## config.mk

```make
export PLATFORM = sky130hd
export DESIGN_NAME = rv_instr_encoder
export DESIGN_NICKNAME = d
export VERILOG_FILES = /design/src/rtl/rv_enc_pkg.sv /design/src/rtl/rv_imm_pack.sv /design/src/rtl/rv_instr_encoder.sv
export SDC_FILE = /design/constraint.sdc
export NUM_CORES = 1
export LEC_CHECK = 0
export ABC_AREA = 0
export CAP_MARGIN = 20
export CELL_PAD_IN_SITES_DETAIL_PLACEMENT = 1
export CELL_PAD_IN_SITES_GLOBAL_PLACEMENT = 2
export CORE_MARGIN = 10
export CORE_UTILIZATION = 27
export CTS_BUF_LIST = sky130_fd_sc_hd__clkbuf_8
export DETAILED_ROUTE_END_ITERATION = 16
export GPL_ROUTABILITY_DRIVEN = 0
export PLACE_DENSITY = 0.89
export SETUP_SLACK_MARGIN = 0.1
export SLEW_MARGIN = 30
export SYNTH_ARGS = -nofsm -noshare
export SYNTH_HDL_FRONTEND = slang
export SYNTH_SLANG_ARGS = --single-unit
export TNS_END_PERCENT = 50
```

## constraint.sdc

```tcl
create_clock -name clk -period 1.68 [get_ports clk]
set_clock_uncertainty 0.15 [all_clocks]
set_input_delay 0.42 -clock clk [delete_from_list [all_inputs] [get_ports clk]]
set_output_delay 0.42 -clock clk [all_outputs]
set_load 0.05 [all_outputs]
```

## src/rtl/rv_enc_pkg.sv

```systemverilog
// Shared RV32I encoding constants: opcodes, instruction types, ALU codes, funct7 values.
// Also used by the control decoder and its benches.
package rv_enc_pkg;

  localparam int unsigned XLEN   = 32;
  localparam int unsigned REG_W  = 5;
  localparam int unsigned TYPE_W = 3;
  localparam int unsigned OP_W   = 4;
  localparam int unsigned OPC_W  = 7;
  localparam int unsigned F3_W   = 3;
  localparam int unsigned F7_W   = 7;

  localparam logic [OPC_W-1:0] OPC_R      = 7'b0110011;
  localparam logic [OPC_W-1:0] OPC_IMM    = 7'b0010011;
  localparam logic [OPC_W-1:0] OPC_LOAD   = 7'b0000011;
  localparam logic [OPC_W-1:0] OPC_STORE  = 7'b0100011;
  localparam logic [OPC_W-1:0] OPC_BRANCH = 7'b1100011;
  localparam logic [OPC_W-1:0] OPC_LUI    = 7'b0110111;
  localparam logic [OPC_W-1:0] OPC_AUIPC  = 7'b0010111;
  localparam logic [OPC_W-1:0] OPC_JAL    = 7'b1101111;

  localparam logic [F7_W-1:0] F7_BASE = 7'b0000000;
  localparam logic [F7_W-1:0] F7_ALT  = 7'b0100000;

  localparam logic [XLEN-1:0] NOP_WORD = 32'h0000_0013;

  typedef enum logic [TYPE_W-1:0] {
    TYPE_R    = 3'd0,
    TYPE_I    = 3'd1,
    TYPE_S    = 3'd2,
    TYPE_B    = 3'd3,
    TYPE_U    = 3'd4,
    TYPE_J    = 3'd5,
    TYPE_RSV6 = 3'd6,
    TYPE_RSV7 = 3'd7
  } instr_type_e;

  localparam logic [OP_W-1:0] ALU_ADD  = 4'd0;
  localparam logic [OP_W-1:0] ALU_SUB  = 4'd1;
  localparam logic [OP_W-1:0] ALU_SLL  = 4'd2;
  localparam logic [OP_W-1:0] ALU_SLT  = 4'd3;
  localparam logic [OP_W-1:0] ALU_SLTU = 4'd4;
  localparam logic [OP_W-1:0] ALU_XOR  = 4'd5;
  localparam logic [OP_W-1:0] ALU_SRL  = 4'd6;
  localparam logic [OP_W-1:0] ALU_SRA  = 4'd7;
  localparam logic [OP_W-1:0] ALU_OR   = 4'd8;
  localparam logic [OP_W-1:0] ALU_AND  = 4'd9;

  // Field bundle held in stage 1
  typedef struct packed {
    instr_type_e      itype;
    logic [OP_W-1:0]  op;
    logic             sub;
    logic [REG_W-1:0] rd;
    logic [REG_W-1:0] rs1;
    logic [REG_W-1:0] rs2;
    logic [XLEN-1:0]  imm;
    logic             err;
  } fields_t;

  function automatic logic [F3_W-1:0] alu_funct3(input logic [OP_W-1:0] op);
    case (op)
      ALU_ADD, ALU_SUB: alu_funct3 = 3'b000;
      ALU_SLL:          alu_funct3 = 3'b001;
      ALU_SLT:          alu_funct3 = 3'b010;
      ALU_SLTU:         alu_funct3 = 3'b011;
      ALU_XOR:          alu_funct3 = 3'b100;
      ALU_SRL, ALU_SRA: alu_funct3 = 3'b101;
      ALU_OR:           alu_funct3 = 3'b110;
      ALU_AND:          alu_funct3 = 3'b111;
      default:          alu_funct3 = 3'b000;
    endcase
  endfunction

  function automatic logic alu_is_shift(input logic [OP_W-1:0] op);
    alu_is_shift = (op == ALU_SLL) || (op == ALU_SRL) || (op == ALU_SRA);
  endfunction

  function automatic logic alu_is_alt(input logic [OP_W-1:0] op);
    alu_is_alt = (op == ALU_SUB) || (op == ALU_SRA);
  endfunction

endpackage

```

## src/rtl/rv_imm_pack.sv

```systemverilog
// Scatters a byte-offset immediate into its RV32I instruction bit positions; all other bits zero.
module rv_imm_pack
  import rv_enc_pkg::*;
(
  input  instr_type_e     itype,
  input  logic            shamt,
  input  logic [XLEN-1:0] imm,
  output logic [XLEN-1:0] imm_bits_c
);

  always_comb begin
    imm_bits_c = '0;
    case (itype)
      TYPE_I: begin
        if (shamt) imm_bits_c[24:20] = imm[4:0];
        else       imm_bits_c[31:20] = imm[11:0];
      end
      TYPE_S: begin
        imm_bits_c[31:25] = imm[11:5];
        imm_bits_c[11:7]  = imm[4:0];
      end
      TYPE_B: begin
        imm_bits_c[31]    = imm[12];
        imm_bits_c[30:25] = imm[10:5];
        imm_bits_c[11:8]  = imm[4:1];
        imm_bits_c[7]     = imm[11];
      end
      TYPE_U: imm_bits_c[31:12] = imm[31:12];
      TYPE_J: begin
        imm_bits_c[31]    = imm[20];
        imm_bits_c[30:21] = imm[10:1];
        imm_bits_c[20]    = imm[11];
        imm_bits_c[19:12] = imm[19:12];
      end
      default: imm_bits_c = '0;
    endcase
  end

endmodule

```

## src/rtl/rv_instr_encoder.sv

```systemverilog
// Two-stage valid/ready RV32I instruction encoder: stage 1 registers fields, stage 2 the packed word.
// Define ENC_CHECK_EN to flag illegal bundles (emitted as NOP with out_err=1).
module rv_instr_encoder
  import rv_enc_pkg::*;
(
  input  logic              clk,
  input  logic              rst,
  input  logic              in_valid,
  output logic              in_ready,
  input  logic [TYPE_W-1:0] in_type,
  input  logic [OP_W-1:0]   in_op,
  input  logic              in_sub,
  input  logic [REG_W-1:0]  in_rd,
  input  logic [REG_W-1:0]  in_rs1,
  input  logic [REG_W-1:0]  in_rs2,
  input  logic [XLEN-1:0]   in_imm,
  output logic              out_valid,
  input  logic              out_ready,
  output logic [XLEN-1:0]   out_word,
  output logic              out_err
);

  fields_t           s1_q;
  logic              s1_valid;
  logic              s1_adv_c;
  logic              s2_adv_c;
  logic              accept_c;
  logic              chk_err_c;
  logic              shamt_c;
  logic              nop_c;
  logic [OPC_W-1:0]  opc_c;
  logic [F3_W-1:0]   f3_c;
  logic [F7_W-1:0]   f7_c;
  logic [REG_W-1:0]  rd_c;
  logic [REG_W-1:0]  rs1_c;
  logic [REG_W-1:0]  rs2_c;
  logic [XLEN-1:0]   imm_bits_c;
  logic [XLEN-1:0]   word_c;

  assign s2_adv_c = !out_valid || out_ready;
  assign s1_adv_c = s1_valid && s2_adv_c;
  assign in_ready = !rst && (!s1_valid || s1_adv_c);
  assign accept_c = in_valid && in_ready;

`ifdef ENC_CHECK_EN
  logic fits12_c;
  logic fits13_c;
  logic fits21_c;

  // Signed-range tests: all bits above the field's sign bit must match it
  assign fits12_c = (&in_imm[31:11]) || !(|in_imm[31:11]);
  assign fits13_c = (&in_imm[31:12]) || !(|in_imm[31:12]);
  assign fits21_c = (&in_imm[31:20]) || !(|in_imm[31:20]);

  always_comb begin
    chk_err_c = 1'b0;
    case (instr_type_e'(in_type))
      TYPE_R: chk_err_c = (in_op > ALU_AND);
      TYPE_I: begin
        if (in_sub)
          chk_err_c = (in_op[2:0] == 3'd3) || (in_op[2:0] == 3'd6) ||
                      (in_op[2:0] == 3'd7) || !fits12_c;
        else
          chk_err_c = (in_op > ALU_AND) || (in_op == ALU_SUB) || !fits12_c ||
                      (alu_is_shift(in_op) && (|in_imm[11:5]));
      end
      TYPE_S: chk_err_c = (in_op[2:0] > 3'd2) || !fits12_c;
      TYPE_B: chk_err_c = (in_op[2:0] == 3'd2) || (in_op[2:0] == 3'd3) ||
                          !fits13_c || in_imm[0];
      TYPE_U: chk_err_c = |in_imm[11:0];
      TYPE_J: chk_err_c = !fits21_c || in_imm[0];
      default: chk_err_c = 1'b1;
    endcase
  end
`else
  assign chk_err_c = 1'b0;
`endif

  assign shamt_c = (s1_q.itype == TYPE_I) && !s1_q.sub && alu_is_shift(s1_q.op);

  rv_imm_pack u_imm_pack (
    .itype      (s1_q.itype),
    .shamt      (shamt_c),
    .imm        (s1_q.imm),
    .imm_bits_c (imm_bits_c)
  );

  // Non-immediate fields per format; unused register fields stay zero
  always_comb begin
    opc_c = '0;
    f3_c  = '0;
    f7_c  = '0;
    rd_c  = '0;
    rs1_c = '0;
    rs2_c = '0;
    nop_c = 1'b0;
    case (s1_q.itype)
      TYPE_R: begin
        opc_c = OPC_R;
        f3_c  = alu_funct3(s1_q.op);
        f7_c  = alu_is_alt(s1_q.op) ? F7_ALT : F7_BASE;
        rd_c  = s1_q.rd;
        rs1_c = s1_q.rs1;
        rs2_c = s1_q.rs2;
      end
      TYPE_I: begin
        rd_c  = s1_q.rd;
        rs1_c = s1_q.rs1;
        if (s1_q.sub) begin
          opc_c = OPC_LOAD;
          f3_c  = s1_q.op[2:0];
        end else begin
          opc_c = OPC_IMM;
          f3_c  = alu_funct3(s1_q.op);
          if (shamt_c && (s1_q.op == ALU_SRA)) f7_c = F7_ALT;
        end
      end
      TYPE_S: begin
        opc_c = OPC_STORE;
        f3_c  = s1_q.op[2:0];
        rs1_c = s1_q.rs1;
        rs2_c = s1_q.rs2;
      end
      TYPE_B: begin
        opc_c = OPC_BRANCH;
        f3_c  = s1_q.op[2:0];
        rs1_c = s1_q.rs1;
        rs2_c = s1_q.rs2;
      end
      TYPE_U: begin
        opc_c = s1_q.sub ? OPC_AUIPC : OPC_LUI;
        rd_c  = s1_q.rd;
      end
      TYPE_J: begin
        opc_c = OPC_JAL;
        rd_c  = s1_q.rd;
      end
      default: nop_c = 1'b1;
    endcase
  end

  assign word_c = (nop_c || s1_q.err) ? NOP_WORD
                : (imm_bits_c | {f7_c, rs2_c, rs1_c, f3_c, rd_c, opc_c});

  // Pipeline registers; stage 2 holds while stalled
  always_ff @(posedge clk) begin
    if (rst) begin
      s1_valid  <= 1'b0;
      s1_q      <= '0;
      out_valid <= 1'b0;
      out_word  <= '0;
      out_err   <= 1'b0;
    end else begin
      if (accept_c) begin
        s1_valid <= 1'b1;
        s1_q     <= '{itype: instr_type_e'(in_type), op: in_op, sub: in_sub,
                      rd: in_rd, rs1: in_rs1, rs2: in_rs2, imm: in_imm,
                      err: chk_err_c};
      end else if (s1_adv_c) begin
        s1_valid <= 1'b0;
      end
      if (s2_adv_c) out_valid <= s1_valid;
      if (s1_adv_c) begin
        out_word <= word_c;
        out_err  <= s1_q.err;
      end
    end
  end

endmodule

```

==> metrics.md, run 1 <==
| Metric | Value |
|---|---|
| Reg-to-reg setup timing slack | `-0.11 ns` |
| DIE WIDTH | `142 um` |
| Synth top area cells | `dfxtp_1 (45%), nand2_1 (7.7%), nand2b_1 (7.7%)` |
| Sequential-to-total area share from yosys stat | `0.455` |
| Final instance area | `between 0.006 and 0.007 mm2` |
| Hold wc startpoint | `s1_q[20]` |
| Clock Tree Buf Depth | `2` |
| Ys flop type | `dfxtp_1` |
| Die Footprint | `0.0201 mm2` |
| Min Tclk post-route | `1.79 ns` |
| Root Buffer | `clkbuf_8` |
| Maxcap violations | `0` |
| Initial antenna violation count | `0` |
| Total number of vias | `approximately 4,000` |
| GRT Util Overall | `0.141` |
| Worst r2r dst | `s1_q[5]` |
| Seq cells post-synth | `91` |
| WL final | `~15,000 um` |
| DR iter-0 viols | `between 150 and 200` |
| Crit path max fanout | `7` |
| Fillers | `1,696` |
| Sink Count | `between 90 and 100` |
| CTS buffer count | `9` |
| WL/cell | `18.3 um` |
| Share of cells above drive strength 1 | `0.274` |
| Crit Path Class | `flip-flop to flip-flop` |
| CTS tree | `done` |
| Commonest cells post-synth | `dfxtp_1 (91), nand2_1 (82), o21ai_0 (53)` |
| First-pass GRT wire length | `between 20,000 and 25,000 um` |
| Asr flop ratio synth | `0` |
| Vias in the first global route | `4,172` |
| Total grt overflow | `0` |
| Overall Power | `5.08 mW` |
| Port Buffers | `92` |
| H-tree level count | `3` |
| Core Area | `0.0145 mm2` |
| Storage element area | `0.00184 mm2` |
| Die Span Y | `between 100 and 150 um` |
| Slew Viols, Final | `0` |
| Power Dens Cells | `between 700 and 800 mW/mm2` |
| Cell count after synthesis | `482` |
| Worst EP arrival | `1.95 ns` |
| Top cell type's share of synthesized area | `0.455` |
| Beginning of the worst register-to-register path | `out_valid` |
| Hold Vio Cnt, Final | `0` |
| Footprint of the multi-input gates | `between 0.002 and 0.0025 mm2` |
| Critical path launch point | `out_valid` |
| Clock Pin Slew Worst Setup and Hold Paths | `0.09 ns` |
| Vias per inst | `4.91` |
| Leakage | `roughly 2.5 nW` |
| CP required | `1.83 ns` |
| First-pass iteration count of the detailed router | `4` |
| YS warnings | `0` |
| Layout Nets | `683` |
| I/O pin count | `94` |
| EDFF count, synth | `0` |
| RSZ-0062 raised after global routing | `yes` |
| Setup-failing EPs final | `39` |
| Fin crit share | `1.07` |
| Syn avg cell area | `about 8.3 um2` |
| Largest net degree at the start of global routing | `24` |
| FF-to-FF path depth | `8` |
| Post-synthesis instance area | `0.00401 mm2` |
| Hold Crit Class | `flip-flop to flip-flop` |
| Yosys top cell by area | `dfxtp_1` |
| Antenna viol nets, final | `0` |
| DP Wirelength | `10,500 um` |
| # rows | `44` |
| Peak VDD IR | `0.348 mV` |
| Initial core utilization | `0.276` |
| Count leader, synth | `dfxtp_1` |
| Cts hold-fix bufs | `0` |
| Unique masters post-synth | `50` |
| CP endpoint | `s1_q[5]` |
| Startpoint Class | `flip-flop` |
| Status | `complete, but fails checks` |
| Final WS setup | `-0.112 ns` |
| Ant diodes | `0` |
| DP Area | `0.00574 mm2` |
| Failing checks | `setup timing` |
| Max Clock Freq | `558 MHz` |
| Clk_lat worst skew | `between 0.3 and 0.4 ns` |
| Critical path endpoint category | `flip-flop` |
| Syn_nets | `541` |
| Syn-to-layout area delta | `61.1%` |
| DRC violations left | `0` |
| Worst hold slack | `about 0.32 ns` |
## cells in the final DEF, fill, tap and decap left out, types with 3 or more instances in the layout
cell,count
buf_4,52
o21ai_0,32
nor3_1,16
o211ai_1,3
a221oi_2,6
and2_4,5
nand2b_1,48
dfxtp_4,4
nor2_1,32
clkdlybuf4s50_1,56
nand3b_1,3
a311oi_1,4
o31ai_1,9
a31oi_1,3
buf_6,11
buf_12,41
buf_16,4
mux2_4,3
a221o_1,5
inv_1,12
a21oi_1,9
nand3_1,5
clkbuf_8,9
dfxtp_2,4
clkinvlp_4,3
dfxtp_1,83
o22ai_1,6
o21ai_1,19
mux2i_1,3
nor2_4,3
nand2_1,80
o2bb2ai_1,3
## kinds of logic after synthesis
group	count (synthesis)	share of synthesized area
adder cells (fa/ha/maj)	1	0.00250
other	1	0.000936
buffers and inverters	52	0.0656
AO/OA/AOI/OAI	118	0.190
flip-flops	91	0.455
multiplexers	9	0.0240
AND/OR/NAND/NOR	210	0.263
## layout make-up
cell class	instances	area share
inverter	13	0.00756
sequential	91	0.285
tap	184	0.0357
timing repair buffer	170	0.324
multi-input combinational	339	0.322
clock buffer	9	0.0192
clock inverter	6	0.00678
## layer usage
layer	up-vias	track usage	part of all wire
met5	-	0	0
met4	0	0.0479	0.013
met3	11	0.0304	0.049
met2	91	0.247	0.51
met1	1942	0.165	0.43
li1	1939	-	-
## through the flow
step	setup WS, ns	utilization	cells	TNS (ns)
2_1_floorplan	-0.0523	-	482	-0.0523
3_3_place_gp	-0.476	0.395	773	-32.94
3_5_place_dp	-0.521	0.395	773	-37.96
4_1_cts	-0.111	0.431	808	-1.65
5_1_grt	-0.148	0.444	812	-5.45
6_report	-0.112	0.444	812	-2.69
## power by group
part	internal, mW	total, mW	leakage [nW]	switching [mW]
combinational	0.674	1.29	1.65	0.618
sequential	2.30	2.44	0.754	0.140
clock	0.531	1.34	0.0791	0.807
total	3.51	5.08	2.48	1.57
## state kept, by name, summed over array words and instances (netlist names), named ones only
| signal | flops |
|---|---|
| out_word | 31 |
| s1_valid | 1 |
| s1_q | 55 |
| out_valid | 1 |
## repair_timing
action / 4_1_cts / 5_1_grt
pin swaps: 12 / 8
resized for setup: 36 / 47
setup endpoints to repair: 88 / 78
cloned: 6 / 2
buffers inserted: 14 / 2
## worst max-delay path, cell delays in order, from the launching register on
cell	delay, ns
dfxtp_4	0.34
and3b_2	0.24
buf_4	0.15
nor3b_4	0.23
buf_6	0.20
buf_6	0.14
clkbuf_16	0.14
nand2_1	0.05
o21ai_0	0.07
## worst min-delay path by stage
| stage | cells after the start | slack, ns | endpoint |
|---|---|---|---|
| finish | 2 | 0.32 | s1_q[20] |
| global route | 2 | 0.35 | s1_q[38] |
| CTS | 2 | 0.33 | s1_q[26] |
| detailed placement | 2 | 0.31 | s1_q[26] |
| global placement | 2 | 0.31 | s1_q[42] |
| floorplan | 2 | 0.29 | s1_q[42] |
(Power assumes the default switching activity.)
==> inputs of run 2 (changes only) <==
--- a/config.mk
+++ b/config.mk
@@ -9,11 +9,12 @@
 export CAP_MARGIN = 20
 export CELL_PAD_IN_SITES_DETAIL_PLACEMENT = 1
 export CELL_PAD_IN_SITES_GLOBAL_PLACEMENT = 2
-export CORE_MARGIN = 10
+export CORE_MARGIN = 3
 export CORE_UTILIZATION = 27
 export CTS_BUF_LIST = sky130_fd_sc_hd__clkbuf_8
 export DETAILED_ROUTE_END_ITERATION = 16
 export GPL_ROUTABILITY_DRIVEN = 0
+export GPL_TIMING_DRIVEN = 0
 export PLACE_DENSITY = 0.89
 export SETUP_SLACK_MARGIN = 0.1
 export SLEW_MARGIN = 30
==> constraint.sdc (replaced) <==
create_clock -name clk -period 1.5 [get_ports clk]
set_clock_uncertainty 0.15 [all_clocks]
set_input_delay 0.375 -clock clk [delete_from_list [all_inputs] [get_ports clk]]
set_output_delay 0.375 -clock clk [all_outputs]
set_load 0.05 [all_outputs]
==> metrics.md, run 2 (same netlist as run 1, synthesis figures left out) <==
| Metric | Value |
|---|---|
| Status | `complete, but fails checks (unchanged)` |
| Failing checks | `setup timing (unchanged)` |
| H-tree level count | `3 (unchanged)` |
| Port Buffers | `92 (unchanged)` |
| Placed insts | `754 (was 773)` |
| Fin crit share | `1.19` |
| DRC violations left | `0 (unchanged)` |
| Max Clock Freq | `563 MHz` |
| Storage element area | `0.00188 mm2 (was 0.00184 mm2)` |
| DR iter-0 viols | `193 (was 198)` |
| Overall Power | `6.29 mW (was 5.08 mW)` |
| CP delay by family, top | `buffers and inverters (unchanged)` |
| Top flop regs | `s1_q: 55 flops, out_word: 31 flops (unchanged)` |
| Die Span Y | `128 um (was 142 um)` |
| FF-to-FF path depth | `5 (was 8)` |
| Root Buffer | `clkbuf_8 (unchanged)` |
| Slowest stage cell, crit path | `buf_8 (was dfxtp_4)` |
| CTS tree | `done (unchanged)` |
| Hold Crit Class | `primary input to flip-flop (was flip-flop to flip-flop)` |
| Total grt overflow | `0 (unchanged)` |
| Footprint of the multi-input gates | `0.00247 mm2 (was 0.00208 mm2)` |
| WP depth | `7 (was 8)` |
| Min Tclk post-route | `1.78 ns` |
| Max reg flops | `55 (unchanged)` |
| Sink Count | `91 (unchanged)` |
| Max incr delay on CP | `0.15 ns (was 0.34 ns)` |
| WL/cell | `19.8 um (was 18.3 um)` |
| GRT Util Overall | `0.184 (was 0.141)` |
| Hold Vio Cnt, Final | `0 (unchanged)` |
| RSZ-0062 raised after global routing | `yes (unchanged)` |
| Fin Setup TNS | `-10.06 ns (was -2.69 ns)` |
| Maxcap violations | `0 (unchanged)` |
| Initial antenna violation count | `0 (unchanged)` |
| Hold endpoint | `s1_valid (was s1_q[20])` |
| Core Area | `0.0142 mm2 (was 0.0145 mm2)` |
| Worst EP arrival | `1.25 ns (was 1.95 ns)` |
| Crit path max fanout | `10 (was 7)` |
| Antenna viol nets, final | `0 (unchanged)` |
| # rows | `43 (was 44)` |
| Startpoint Class | `primary input (was flip-flop)` |
| Power Dens Cells | `914 mW/mm2 (was 786 mW/mm2)` |
| Clock Pin Slew Worst Setup and Hold Paths | `0.09 ns (about the same)` |
| Critical path endpoint category | `output port (was flip-flop)` |
| DIE WIDTH | `128 um (was 142 um)` |
| Most frequent cells in the layout | `dfxtp_1 (56), clkdlybuf4s50_1 (55), buf_8 (52) (was dfxtp_1 (83), nand2_1 (80), clkdlybuf4s50_1 (56))` |
| DP Wirelength | `10,200 um (was 10,500 um)` |
| Peak VDD IR | `0.387 mV (was 0.348 mV)` |
| Most flops, register | `s1_q (unchanged)` |
| First-pass iteration count of the detailed router | `4 (unchanged)` |
| Vias per inst | `5.10 (was 4.91)` |
| Beginning of the worst register-to-register path | `s1_q[53] (was out_valid)` |
| Share of cells above drive strength 1 | `0.448 (was 0.274)` |
| Largest net degree at the start of global routing | `15 (was 24)` |
| Crit Path Class | `primary input to output port (was flip-flop to flip-flop)` |
| Fin util | `0.485 (was 0.444)` |
| Hold path cells | `3 (was 2)` |
| Hold wc startpoint | `in_valid (was s1_q[20])` |
| Clk_lat worst skew | `0.38 ns (about the same)` |
| Syn-to-layout area delta | `71.9% (was 61.1%)` |
| Leakage | `2.72 nW (was 2.48 nW)` |
| Setup-failing EPs final | `76 (was 39)` |
| Fillers | `1,578 (was 1,696)` |
| WL final | `15,900 um (was 14,800 um)` |
| CP bufs+invs | `6 (was 4)` |
| Total number of vias | `4,102 (was 3,983)` |
| CTS buffer count | `9 (unchanged)` |
| Ant diodes | `0 (unchanged)` |
| First-pass GRT wire length | `23,300 um (was 22,600 um)` |
| Initial core utilization | `0.282 (was 0.276)` |
| Most common cell after layout, fill and taps aside | `dfxtp_1 (unchanged)` |
| Reg-to-reg setup timing slack | `-0.23 ns (was -0.11 ns)` |
| Worst hold slack | `0.244 ns (was 0.321 ns)` |
| CP Cell Sequence | `buf_6 > buf_8 > buf_8 > buf_8 > buf_12 > nor2_4 > buf_8 (was and3b_2 > buf_4 > nor3b_4 > buf_6 > buf_6 > clkbuf_16 > nand2_1 > o21ai_0)` |
| Die Footprint | `0.0163 mm2 (was 0.0201 mm2)` |
| Final WS setup | `-0.278 ns (was -0.112 ns)` |
| I/O pin count | `94 (unchanged)` |
| Worst r2r dst | `out_word[27] (was s1_q[5])` |
| Vias in the first global route | `4,347 (was 4,172)` |
| Layout Nets | `679 (was 683)` |
| Slew Viols, Final | `0 (unchanged)` |
| CP required | `0.97 ns (was 1.83 ns)` |
| Most used cell along the critical path | `buf_8 (was buf_6)` |
| Non-Filler Instances | `805 (was 812)` |
| Clock Tree Buf Depth | `2 (unchanged)` |
-- run 2: worst max path at each step --
stage	endpoint	startpoint	slack, ns
after floorplan	in_ready	rst	-0.14
after global placement	in_ready	rst	-1.51
after detailed placement	in_ready	rst	-1.51
after CTS	in_ready	out_valid	-0.28
after global routing	in_ready	out_valid	-0.30
final	in_ready	rst	-0.28
-- run 2: area by class of cell --
| class | instances | area share |
|---|---|---|
| buffer | 38 | 0.0681 |
| clock buffer | 12 | 0.0240 |
| clock inverter | 4 | 0.0105 |
| inverter | 13 | 0.00727 |
| multi-input combinational | 339 | 0.358 |
| sequential | 91 | 0.273 |
| tap | 180 | 0.0327 |
| timing repair buffer | 128 | 0.226 |
-- run 2: what timing repair did --
item	4_1_cts	5_1_grt
hold buffers	0	0
endpoints found under the setup margin	125	123
cloned	8	3
pin swaps	38	30
hold endpoints to repair	0	0
setup buffers	23	4
gates resized for setup	450	109
-- run 2: power breakdown --
group / internal [mW] / total [mW] / switching (mW)
Combinational: 0.773 / 1.59 / 0.819
Sequential: 2.58 / 2.73 / 0.146
Clock: 1.07 / 1.97 / 0.899
-- run 2: through the flow --
step / instance area (um2) / setup slack (ns)
2_1_floorplan: 4140 / -0.142
3_3_place_gp: 5280 / -1.51
3_5_place_dp: 5280 / -1.51
4_1_cts: 6450 / -0.279
5_1_grt: 6890 / -0.304
6_report: 6890 / -0.278
-- run 2: routing by layer --
metal	global-route usage	vias up	part of all wire	routed length, um
met5	0	-	0	0
met4	0.0537	0	0.025	391
met3	0.0388	23	0.044	701
met2	0.319	123	0.51	8110
met1	0.230	2017	0.42	6720
li1	-	1939	-	-
-- run 2: worst reg2reg max path, stage by stage (launching register included) --
cell,delay [ns]
dfxtp_2,0.33
buf_6,0.13
or3b_4,0.42
nor4b_4,0.35
and2_1,0.20
a221o_1,0.11
==> inputs of run 3 (changes only) <==
--- a/config.mk
+++ b/config.mk
@@ -12,6 +12,7 @@
 export CORE_MARGIN = 3
 export CORE_UTILIZATION = 27
 export CTS_BUF_LIST = sky130_fd_sc_hd__clkbuf_8
+export CTS_CLUSTER_DIAMETER = 120
 export DETAILED_ROUTE_END_ITERATION = 16
 export GPL_ROUTABILITY_DRIVEN = 0
 export GPL_TIMING_DRIVEN = 0
==> results of run 3 <==
The final DEF is identical to that of run 2; final timing and power are the same.
